==> src/rtl/multicycle_ctrl.sv <==
// multicycle_ctrl: control FSM for a multicycle RV32I subset core
// (lw, sw, R-type, I-type, beq, jal) sharing one memory port between
// instruction fetch and data access.
//
// Ports:
//   clk, reset            clock; asynchronous active-high reset
//   op, funct3, funct7    instruction fields (funct7 is instruction bit 30)
//   zero                  ALU zero flag, used only in BEQ
//   mem_ready             memory handshake, used only in the wait states
//   PCWrite, IRWrite,     datapath register / memory enables
//   MemWrite, RegWrite
//   AdrSrc, ResultSrc,    datapath mux selects
//   ALUSrcA, ALUSrcB
//   ImmSrc                immediate format, decoded from op in every state
//   ALUControl            ALU operation
//   illegal_op, mem_err   one-cycle error pulses
//   state                 current state, for debug
module multicycle_ctrl #(
  parameter int unsigned MEM_TIMEOUT = 16
) (
  input  logic       clk,
  input  logic       reset,
  input  logic [6:0] op,
  input  logic [2:0] funct3,
  input  logic       funct7,
  input  logic       zero,
  input  logic       mem_ready,
  output logic       PCWrite,
  output logic       AdrSrc,
  output logic       MemWrite,
  output logic       IRWrite,
  output logic       RegWrite,
  output logic [1:0] ResultSrc,
  output logic [1:0] ALUSrcA,
  output logic [1:0] ALUSrcB,
  output logic [1:0] ImmSrc,
  output logic [2:0] ALUControl,
  output logic       illegal_op,
  output logic       mem_err,
  output logic [3:0] state
);

  // Counter only needs to reach MEM_TIMEOUT-1.
  localparam int unsigned CNT_W = (MEM_TIMEOUT > 1) ? $clog2(MEM_TIMEOUT) : 1;

  localparam logic [6:0] OP_LW   = 7'b0000011;
  localparam logic [6:0] OP_SW   = 7'b0100011;
  localparam logic [6:0] OP_R    = 7'b0110011;
  localparam logic [6:0] OP_I    = 7'b0010011;
  localparam logic [6:0] OP_JAL  = 7'b1101111;
  localparam logic [6:0] OP_BEQ  = 7'b1100011;

  typedef enum logic [3:0] {
    S_FETCH    = 4'd0,
    S_DECODE   = 4'd1,
    S_MEMADR   = 4'd2,
    S_MEMREAD  = 4'd3,
    S_MEMWB    = 4'd4,
    S_MEMWRITE = 4'd5,
    S_EXECR    = 4'd6,
    S_ALUWB    = 4'd7,
    S_EXECI    = 4'd8,
    S_JAL      = 4'd9,
    S_BEQ      = 4'd10
  } state_t;

  state_t            state_q, state_d;
  logic [CNT_W-1:0]  cnt_q, cnt_d;

  logic       pc_we, ir_we, mem_we, rf_we, ill, err;
  logic [1:0] alu_op;
  logic       wait_st, stalled, timeout;

  // State and wait counter.
  always_ff @(posedge clk or posedge reset) begin
    if (reset) begin
      state_q <= S_FETCH;
      cnt_q   <= '0;
    end else begin
      state_q <= state_d;
      cnt_q   <= cnt_d;
    end
  end

  // A wait state stalls while memory is not ready; the last allowed stall
  // cycle aborts the instruction instead of waiting again.
  always_comb begin
    wait_st = (state_q == S_FETCH) || (state_q == S_MEMREAD) || (state_q == S_MEMWRITE);
    stalled = wait_st && !mem_ready;
    timeout = stalled && (MEM_TIMEOUT != 0) && (cnt_q == CNT_W'(MEM_TIMEOUT - 1));
  end

  // Next state, Moore outputs and timeout override.
  always_comb begin
    state_d   = state_q;
    pc_we     = 1'b0;
    ir_we     = 1'b0;
    mem_we    = 1'b0;
    rf_we     = 1'b0;
    ill       = 1'b0;
    err       = 1'b0;
    alu_op    = 2'b00;
    AdrSrc    = 1'b0;
    ResultSrc = 2'b00;
    ALUSrcA   = 2'b00;
    ALUSrcB   = 2'b00;

    case (state_q)
      S_FETCH: begin
        ALUSrcB   = 2'b10;
        ResultSrc = 2'b10;
        ir_we     = mem_ready;
        pc_we     = mem_ready;
        if (mem_ready) state_d = S_DECODE;
      end
      S_DECODE: begin
        ALUSrcA = 2'b01;
        ALUSrcB = 2'b01;
        case (op)
          OP_LW, OP_SW: state_d = S_MEMADR;
          OP_R:         state_d = S_EXECR;
          OP_I:         state_d = S_EXECI;
          OP_JAL:       state_d = S_JAL;
          OP_BEQ:       state_d = S_BEQ;
          default: begin
            state_d = S_FETCH;
            ill     = 1'b1;
          end
        endcase
      end
      S_MEMADR: begin
        ALUSrcA = 2'b10;
        ALUSrcB = 2'b01;
        state_d = (op == OP_LW) ? S_MEMREAD : S_MEMWRITE;
      end
      S_MEMREAD: begin
        AdrSrc = 1'b1;
        if (mem_ready) state_d = S_MEMWB;
      end
      S_MEMWB: begin
        ResultSrc = 2'b01;
        rf_we     = 1'b1;
        state_d   = S_FETCH;
      end
      S_MEMWRITE: begin
        AdrSrc = 1'b1;
        mem_we = 1'b1;
        if (mem_ready) state_d = S_FETCH;
      end
      S_EXECR: begin
        ALUSrcA = 2'b10;
        alu_op  = 2'b10;
        state_d = S_ALUWB;
      end
      S_EXECI: begin
        ALUSrcA = 2'b10;
        ALUSrcB = 2'b01;
        alu_op  = 2'b10;
        state_d = S_ALUWB;
      end
      S_JAL: begin
        ALUSrcA = 2'b01;
        ALUSrcB = 2'b10;
        pc_we   = 1'b1;
        state_d = S_ALUWB;
      end
      S_ALUWB: begin
        rf_we   = 1'b1;
        state_d = S_FETCH;
      end
      S_BEQ: begin
        ALUSrcA = 2'b10;
        alu_op  = 2'b01;
        pc_we   = zero;
        state_d = S_FETCH;
      end
      default: state_d = S_FETCH;
    endcase

    if (timeout) begin
      state_d = S_FETCH;
      err     = 1'b1;
      mem_we  = 1'b0;
      ir_we   = 1'b0;
      pc_we   = 1'b0;
    end

    // Count only while stalling in place; any state change or abort clears.
    cnt_d = '0;
    if (stalled && !timeout && (MEM_TIMEOUT != 0)) cnt_d = cnt_q + CNT_W'(1);
  end

  // ALU operation from ALUOp and the function fields.
  always_comb begin
    ALUControl = 3'b000;
    case (alu_op)
      2'b01: ALUControl = 3'b001;
      2'b10: begin
        case (funct3)
          3'b000:  ALUControl = (op[5] & funct7) ? 3'b001 : 3'b000;
          3'b010:  ALUControl = 3'b101;
          3'b110:  ALUControl = 3'b011;
          3'b111:  ALUControl = 3'b010;
          default: ALUControl = 3'b000;
        endcase
      end
      default: ALUControl = 3'b000;
    endcase
  end

  // Immediate format follows the opcode regardless of state.
  always_comb begin
    case (op)
      OP_SW:   ImmSrc = 2'b01;
      OP_BEQ:  ImmSrc = 2'b10;
      OP_JAL:  ImmSrc = 2'b11;
      default: ImmSrc = 2'b00;
    endcase
  end

  // Enables and pulses are held low for the whole time reset is asserted.
  assign PCWrite    = pc_we  & ~reset;
  assign IRWrite    = ir_we  & ~reset;
  assign MemWrite   = mem_we & ~reset;
  assign RegWrite   = rf_we  & ~reset;
  assign illegal_op = ill    & ~reset;
  assign mem_err    = err    & ~reset;
  assign state      = state_q;

endmodule

==> config.mk <==
export PLATFORM = sky130hd
export DESIGN_NAME = multicycle_ctrl
export DESIGN_NICKNAME = d
export VERILOG_FILES = /design/src/rtl/multicycle_ctrl.sv
export SDC_FILE = /design/constraint.sdc
export NUM_CORES = 1
export LEC_CHECK = 0
export ABC_AREA = 0
export ABC_CLOCK_PERIOD_IN_PS = 1710
export CORE_ASPECT_RATIO = 1.2
export CORE_UTILIZATION = 37
export DETAILED_ROUTE_END_ITERATION = 8
export GPL_ROUTABILITY_DRIVEN = 0
export PLACE_DENSITY = 0.84
export RECOVER_POWER = 25
export SYNTH_ARGS = -nofsm -noshare
export SYNTH_HDL_FRONTEND = slang
export SYNTH_SLANG_ARGS = --single-unit
==> constraint.sdc <==
create_clock -name clk -period 1.71 [get_ports clk]
set_input_delay 0.342 -clock clk [delete_from_list [all_inputs] [get_ports clk]]
set_output_delay 0.342 -clock clk [all_outputs]
set_load 0.02 [all_outputs]
==> impl_metrics.yaml <==
synth:
  syn_area_um2: 841
  synth.top_cells.by_count: "nor2_1, nand2_1, dfrtp_1"
  yosysTopAreaCellShare_pct: 23.8
  synth_fp_nets: 129
  yosys.area_share.simple_pct: 38.4
  synth_area_leaders: "dfrtp_1, nor2_1, ha_1, nand2_1, nor3b_2"
  synth-warning-count: 0
  synth_xor_area_share_pct: 3.13
  synth_top_family_by_area: "simple AND/OR/NAND/NOR gates"
  synth_cells: 111
  synth_edf_count: 0
  yosysUniqueCellTypes: 44
  synth_seq_cells: 8
  synth_top_area_cell: "dfrtp_1"
  avgSynthCellArea_um2: 7.57
  synthArstFlopShare_pct: 100
  yosysSeqAreaShare_pct: 23.8
  yosysMostFrequentCell: "nor2_1"
  synth-compound-area-share_pct: 24.1
  synth_fa_ha_area_share_pct: 4.46
  yosys-mux-area-fraction_pct: 1.19
  synth_ff_type: "dfrtp_1"
power:
  p_sw_w: 0.000761
  share_comb_of_total_power_pct: 76.5
  leakage_nw: 0.875
  clkPwrFrac_pct: 9.2
  p_int_w: 0.000953
  power.density_nw_per_um2: 915
  worst_ir_drop_vdd_v: 0.000745
  power_w: 0.00171
  seq_power_share_pct: 14.3
  switching_share_pct: 44.4
placed_design:
  port_buffers: 36
  dp_hpwl_mm: 2.49
  place_ws_ns: -0.821
grt:
  grt_max_degree: 17
  track_usage_pct: 32.2
  grt_pass1_vias: 1256
  grt-ovfl-total: 0
  grt_pass1_wl_mm: 5.60
  grt_antenna_before_repair: 0
detailed_routing:
  routedWlPerCell_um: 18.9
  wl_mm: 4.45
  drtPass1Iterations: 4
  antenna_left: 0
  drc_errors: 0
  viasPerCell: 5.67
  drtIter0Drc: 46
  num_vias: 1333
final_layout:
  drive_gt1_share_pct: 56.6
  fill_cells: 100
  antenna_cells: 0
  area_growth_pct: 123
  nets: 224
worst_setup_path:
  path_class: "reg2out"
  cp_slowest_stage_delay_ns: 0.41
  start_kind: "flop"
  worst_path_max_delay_cell: "dfrtp_2"
  worstPathCellList: "nand2b_4, or2_4, a21o_1, inv_2, ha_4, nand2_4, nor4_4, buf_4"
  crit_buf_inv: 2
  endpoint_kind: "output port"
  critical_path_arrival_ns: 2.01
  cp_max_fo: 3
  cp_top_family: "simple AND/OR/NAND/NOR gates"
  cp.required_ns: 1.37
sta:
  max_freq_mhz: 425
  fin_crit_ns: 2.35
  worst_slack_ns: -0.641
  rsz0062_at_grt: "true"
  period_share_pct: 137
  skew_ns: 0.000169
  hold_viol: 0
  drv_slew: 0
  slew_headroom_pct: 66.4
  worst_pin_slew_ns: 0.503
  setup_viol: 17
floorplan:
  fp.dieW_um: 45.5
  core-area_um2: 2090
  start_util_pct: 40.1
  ios: 37
  die_h_um: 54.2
  dieArea_um2: 2470
  rows: 18
clocking:
  cts_tree: "yes"
  h-tree-depth: 1
  clock-sinks: 8
  cts-root-buf: "clkbuf_4"
  cts_hold_buf: 0
  cts-buffers-inserted: 3
  worstSkewPairLatency_ns: 0.26
  ctsLongestPathBuffers: 2
  clkTransAtPathRegs_ns: 0.05
worst_hold_path:
  hold_class: "reg2reg"
status:
  outcome: "complete, but fails checks"
  violations: "negative setup slack"
flow_run:
  maxCapViolations: 0
==> path summary, 6_finish.rpt <==
path	start	end	slack, ns	depth (start not counted)
worst max-delay path	state[2]	ALUControl[2]	-0.64	8
worst min-delay path	cnt_q[0]	cnt_q[0]	0.57	2
worst max register to register	state[3]	state[0]	-0.03	8
worst min register to register	cnt_q[0]	cnt_q[0]	0.57	2
max in group asynchronous	reset	state[1]	0.37	4
min in group asynchronous	reset	cnt_q[2]	0.97	4
==> routing by layer <==
| layer | up-vias | GRT usage [%] | part of all wire, % |
|---|---|---|---|
| li1 | 593 | - | - |
| met1 | 636 | 36.3 | 39 |
| met2 | 81 | 58.8 | 51 |
| met3 | 23 | 3.63 | 6.3 |
| met4 | 0 | 16.2 | 3.5 |
| met5 | - | 0 | 0 |
==> cells by family (layout without fill, tap and decap cells) <==
family,Yosys count,after routing
compound gates,29,29
flops,8,8
xor+xnor,3,3
simple gates,58,58
buf+inv,9,103
mux,1,1
fa+ha+maj,3,3
==> sequential cells by signal (all words and copies together) (netlist names) <==
name,flops
state,4
cnt_q,4
==> through the flow <==
stage	TNS (ns)	utilization, %	cell area (um^2)	hold WS (ns)	std cells
3_5_place_dp	-8.85	75.7	1590	0.522	215
2_1_floorplan	-0.670	-	908	0.171	111
4_1_cts	-3.82	83.6	1750	0.530	230
3_3_place_gp	-7.79	75.7	1590	0.497	215
5_1_grt	-6.38	89.4	1870	0.591	235
6_report	-5.32	89.4	1870	0.572	235
==> cells in the final DEF, fill, tap and decap left out, drive strengths merged, types with 5 or more instances in the layout <==
master         netlist  final
buf                  4     75
clkdlybuf4s50        0      6
a21oi                6      6
nand2               10     10
dfrtp                8      8
clkbuf               0      6
nand2b               5      5
inv                  5      5
dlygate4sd2          0     10
nor2                17     17
==> worst min-delay path, cell delays in order (launching register included) <==
cell and delay, ns:
dfrtp_1 0.35, buf_4 0.13, nor3b_1 0.05
==> layout make-up <==
type | instances | area (um^2) | area share (%)
clock buffers | 4 | 26.3 | 1.40
flip-flops and latches | 8 | 204 | 10.9
inverters | 5 | 18.8 | 1.00
multi-input cells | 94 | 807 | 43.1
repair buffers | 94 | 779 | 41.6
well taps | 30 | 37.5 | 2.00
==> power by group through the flow <==
stage | Sequential, W | Clock [W] | Combinational, W
global placement | 0.000244 | 0 | 0.000991
floorplan | 0.000284 | 0 | 0.000447
detailed placement | 0.000247 | 0 | 0.00103
finish | 0.000245 | 0.000157 | 0.00131
global route | 0.000247 | 0.000175 | 0.00138
CTS | 0.000244 | 0.000157 | 0.00117
==> what timing repair did <==
action / 4_1_cts / 5_1_grt
buffers inserted: 11 / 5
setup endpoints to repair: 21 / 18
pin swaps: 8 / 8
gates resized for setup: 126 / 23
Note: power is estimated with default switching activity, not from simulation.
